**src/rtl/led_frame_sched.sv**
```systemverilog
// led_frame_sched: streams one LED frame from frame memory to the serializer, one byte per bit slot.
// Each frame starts with RESET_SLOTS all-zero slots (the LED latch/reset gap).
// Ports:
//   clk_200, ar (async, active-low)  clock and reset
//   start, slot_tick                 frame request pulse, serializer slot pulse
//   mem_rd, mem_addr, mem_data       frame-memory read port (data valid the cycle after mem_rd)
//   data_out                         byte to serializer data_in (bit n = strip n)
//   busy, frame_done, underrun       status: frame active, end-of-frame pulse, sticky late-data flag
// Build option: define SCHED_CONTINUOUS_EN to repeat frames back-to-back after the first start.
module led_frame_sched #(
  parameter int NUM_LEDS     = 64,
  parameter int BITS_PER_LED = 24,
  parameter int RESET_SLOTS  = 400,
  parameter int ADDR_W       = 11
) (
  input  logic              clk_200,
  input  logic              ar,
  input  logic              start,
  input  logic              slot_tick,
  output logic              mem_rd,
  output logic [ADDR_W-1:0] mem_addr,
  input  logic [7:0]        mem_data,
  output logic [7:0]        data_out,
  output logic              busy,
  output logic              frame_done,
  output logic              underrun
);
  localparam int LAST = NUM_LEDS * BITS_PER_LED - 1;
  localparam int GW   = $clog2(RESET_SLOTS + 1);
  typedef enum logic [1:0] {IDLE, GAP, SEND, FLUSH} state_t;
  state_t state, state_nx;
  logic [GW-1:0]     gap_cnt;
  logic [ADDR_W-1:0] slot_cnt;
  logic [7:0]        pre_buf;
  logic              pre_vld, rd_d, drop_d;
  logic              gap_last, last_slot, ur_tick, capture;
  // A slot that underruns owns the read issued by the previous tick. If that read is
  // arriving on this edge it is discarded now; if it is still one cycle out it is
  // tagged (drop_d) so it is discarded on arrival instead of landing in the next slot.
  always_comb begin
    gap_last  = gap_cnt == GW'(RESET_SLOTS - 1);
    last_slot = slot_cnt == ADDR_W'(LAST);
    ur_tick   = (state == SEND) && slot_tick && !pre_vld;
    capture   = rd_d && !drop_d && !(ur_tick && !mem_rd);
    state_nx  = state;
    case (state)
      IDLE:  state_nx = start ? GAP : IDLE;
      GAP:   state_nx = (slot_tick && gap_last) ? SEND : GAP;
      SEND:  state_nx = (slot_tick && last_slot) ? FLUSH : SEND;
`ifdef SCHED_CONTINUOUS_EN
      FLUSH: state_nx = slot_tick ? GAP : FLUSH;
`else
      FLUSH: state_nx = slot_tick ? IDLE : FLUSH;
`endif
      default: state_nx = IDLE;
    endcase
  end
  always_ff @(posedge clk_200 or negedge ar)
    if (!ar) state <= IDLE;
    else state <= state_nx;
  always_ff @(posedge clk_200 or negedge ar) begin
    if (!ar) begin
      mem_rd     <= 1'b0;
      mem_addr   <= '0;
      data_out   <= 8'h00;
      busy       <= 1'b0;
      frame_done <= 1'b0;
      underrun   <= 1'b0;
      gap_cnt    <= '0;
      slot_cnt   <= '0;
      pre_buf    <= 8'h00;
      pre_vld    <= 1'b0;
      rd_d       <= 1'b0;
      drop_d     <= 1'b0;
    end else begin
      mem_rd     <= 1'b0;
      frame_done <= 1'b0;
      rd_d       <= mem_rd;
      drop_d     <= mem_rd && ur_tick;
      case (state)
        IDLE: if (start) begin
          busy     <= 1'b1;
          underrun <= 1'b0;
          gap_cnt  <= '0;
        end
        GAP: if (slot_tick) begin
          gap_cnt <= gap_cnt + 1'b1;
          if (gap_last) begin
            mem_rd   <= 1'b1;
            mem_addr <= '0;
            slot_cnt <= '0;
          end
        end
        SEND: if (slot_tick) begin
          data_out <= pre_vld ? pre_buf : 8'h00;
          pre_vld  <= 1'b0;
          underrun <= underrun | ~pre_vld;
          slot_cnt <= slot_cnt + 1'b1;
          if (!last_slot) begin
            mem_rd   <= 1'b1;
            mem_addr <= mem_addr + 1'b1;
          end
        end
        FLUSH: if (slot_tick) begin
          data_out   <= 8'h00;
          frame_done <= 1'b1;
          gap_cnt    <= '0;
`ifndef SCHED_CONTINUOUS_EN
          busy       <= 1'b0;
`endif
        end
        default: ;
      endcase
      if (capture) begin
        pre_buf <= mem_data;
        pre_vld <= 1'b1;
      end
    end
  end
endmodule
```
**config.mk**
```make
export PLATFORM = sky130hd
export DESIGN_NAME = led_frame_sched
export DESIGN_NICKNAME = d
export VERILOG_FILES = /design/src/rtl/led_frame_sched.sv
export SDC_FILE = /design/constraint.sdc
export NUM_CORES = 1
export LEC_CHECK = 0
export ABC_AREA = 1
export CAP_MARGIN = 40
export CORE_UTILIZATION = 45
export CTS_BUF_LIST = sky130_fd_sc_hd__clkbuf_16
export CTS_CLUSTER_DIAMETER = 60
export DETAILED_ROUTE_END_ITERATION = 12
export DONT_BUFFER_PORTS = 1
export RECOVER_POWER = 100
export SYNTH_ARGS = -nofsm -noshare
export SYNTH_HDL_FRONTEND = slang
export SYNTH_SLANG_ARGS = --single-unit
export TNS_END_PERCENT = 5
```
**constraint.sdc**
```tcl
create_clock -name clk_200 -period 2.4 [get_ports clk_200]
set_clock_uncertainty 0.15 [all_clocks]
set_input_delay 0.72 -clock clk_200 [delete_from_list [all_inputs] [get_ports clk_200]]
set_output_delay 0.72 -clock clk_200 [all_outputs]
set_load 0.01 [all_outputs]
```
==> metrics.cfg <==
[die]
num_rows=29
ios=35
core_um2=6490
initial_core_util=0.476
die_h_um=84.9
dieArea_um2=7210
die_x_um=84.9

[sta]
setup_viol=0
drv_slew=0
setup_tns_ps=0
fin_crit_ps=2200
finalHoldWorstSlack_ps=340
slew_headroom=0.0770
max_freq_mhz=455
rsz0062_at_grt=no
hold_violations=0
finalWorstSetupSlack_ps=200
finalCritPeriodShare=0.917
max_slew.worst_pin.slew_ps=1380

[global_route]
grt_pass1_wl_um=11300
grt_start_max_net_pins=57
antenna_found_initial=0
groute.usage.overall=0.196
grt_pass1_vias=2413
overflow=0

[yosys]
ys_seq_elements=56
ys_top_cells_by_area=dfrtp_1 (45%), nand2_1 (14%), nand3_1 (6.6%), inv_1 (6.4%), o21ai_0 (3.6%)
synth_ff_type=dfrtp_1
ys_seq_area_frac=0.453
yosysWarnings=0
synth_nets=415
synthDistinctLibCells=32
synth-edff-count=0
syn_area_per_cell_um2=7.81
synth_top_area_frac=0.453
async_flop_share=1.00
synth_top_area_cell=dfrtp_1
syn_inst=396
mappedNetlistArea_um2=3090
synthTopCellsByCount=nand2_1 (113), dfrtp_1 (56), inv_1 (53), nand3_1 (41), nor2_1 (29)
synth_most_common_cell=nand2_1

[setup_path]
cp_max_fo=20
ff2ff_path_depth=7
crit_type=flip-flop to flip-flop
rr_startpoint=state[0]
worstPathRequired_ps=2480
critical_path_arrival_ps=2280
end_kind=flip-flop
reg2reg_slack_ps=200
startpoint_type=flip-flop
regToRegEndpoint=underrun

[pwr]
leakage_nw=1.66
seq_power_share=0.537
pwr-share-comb=0.125
p_int_mw=1.57
clkPwrFrac=0.339
ir_worst_vdd_uv=289
total_power_mw=2.24
power.density_nw_per_um2=688
switchingPower_uw=677
swShare=0.302

[worst_hold_path]
hold_depth=2
hold_path_class=flip-flop to flip-flop
worstHoldStart=gap_cnt[6]
whs_endpoint=gap_cnt[6]

[layout]
drive_gt1_frac=0.0700
register_area_um2=1400
multi_input_area_um2=1390
fill_cells=635
diodes=0
fin_nets=418
area_growth_pct=5.54

[cts]
cts_tree=built
cts_buffers=5
cts_sinks=56
htreeDepth=2
insertion_delay_ps=300
cts_buffer_depth=2
cts.clk_slew.worst_paths_ps=80
post_cts_resized=0
clock-root-buffer=clkbuf_16
postCtsSetupBuffers=0

[route]
dr.pass1.iters=8
wl_per_cell_um=13.2
vias=2497
drt-initial-drc-count=148
drc=3
final_antenna_net_count=0
drt-total-wl_um=6300
vias_per_cell=5.23

[placed_design]
place_hpwl_um=4470
gp_congestion=0.798
place_ws_ps=235
portBuffers=0

[status]
status=finished with violations
violations=design-rule violations

[job]
maxCapViolations=0

==> stage by stage <==
stage	utilization	cell area [µm²]	std cells
2_1_floorplan	-	3090	396
3_3_place_gp	0.484	3140	468
3_5_place_dp	0.484	3140	468
4_1_cts	0.511	3320	477
5_1_grt	0.502	3260	477
6_report	0.502	3260	477
==> cell usage in the layout (no fill, tap or decap), types with 2 or more instances in the layout <==
master,instances
nand3b_1,2
a31oi_1,4
nor3_1,7
nand2_2,5
ha_1,7
inv_6,2
nand2_4,2
nor2_4,2
dfrtp_1,56
nand3_1,41
clkbuf_2,3
o21ai_1,3
o21ai_0,28
nor2_2,2
inv_1,54
nand2_1,114
clkbuf_16,5
nand3_2,3
xor2_1,6
a21oi_1,6
nor2_1,29
nand4_1,9
==> per-layer routing <==
metal | track usage | wire [µm] | share of wire
met4 | 0.0478 | 74 | 0.012
met3 | 0.0486 | 217 | 0.034
met2 | 0.314 | 2940 | 0.47
met5 | 0 | 0 | 0
met1 | 0.269 | 3070 | 0.49
==> power groups by stage <==
stage / clock network, mW / registers, mW / logic, mW
finish: 0.760 / 1.20 / 0.280
global route: 0.822 / 1.23 / 0.337
CTS: 0.778 / 1.20 / 0.308
detailed placement: 0 / 1.22 / 0.283
global placement: 0 / 1.22 / 0.271
floorplan: 0 / 1.19 / 0.249
==> worst max-delay path by stage <==
stage	slack (ps)	end	start	cells past startpoint
3_5_place_dp	240	mem_addr[2]	state[1]	9
6_report	200	underrun	state[0]	7
4_1_cts	230	mem_addr[2]	state[1]	9
2_1_floorplan	640	pre_vld	slot_tick	5
3_3_place_gp	300	mem_addr[9]	state[1]	9
5_1_grt	20	mem_addr[3]	state[1]	9
==> worst max-delay path, cell delays in order (launching register included) <==
cell,delay [ps]
dfrtp_1,410
inv_1,90
ha_1,180
clkbuf_2,410
clkinv_1,410
o21ai_0,250
a31oi_1,90
a31oi_1,140
==> registers in the layout, indices dropped and copies added (netlist names) <==
register    cells
drop_d          1
busy            1
data_out        8
pre_buf         8
mem_rd          1
underrun        1
rd_d            1
gap_cnt         9
pre_vld         1
mem_addr       11
frame_done      1
slot_cnt       11
state           2
==> kinds of logic (layout without fill, tap and decap cells) <==
kind of cell	after synthesis	in the layout	share of synthesized area
adder cells (fa/ha/maj)	7	7	0.0283
AND/OR/NAND/NOR	219	219	0.320
XOR/XNOR	7	7	0.0198
AO/OA/AOI/OAI	44	44	0.0890
buffers and inverters	63	67	0.0894
flip-flops	56	56	0.453
==> final cells by class <==
class                           count  share of cell area
Clock buffer                        5              0.0383
Inverter                           55              0.0633
Clock inverter                      3             0.00805
Timing Repair Buffer                4             0.00575
Sequential cell                    56               0.429
Multi-Input combinational cell    277               0.426
Tap cell                           77              0.0295
==> timing repair <==
item                       4_1_cts  5_1_grt
hold endpoints to repair        56        0
setup endpoints to repair        0        0
hold buffers                     1        0
(Power assumes the default switching activity.)
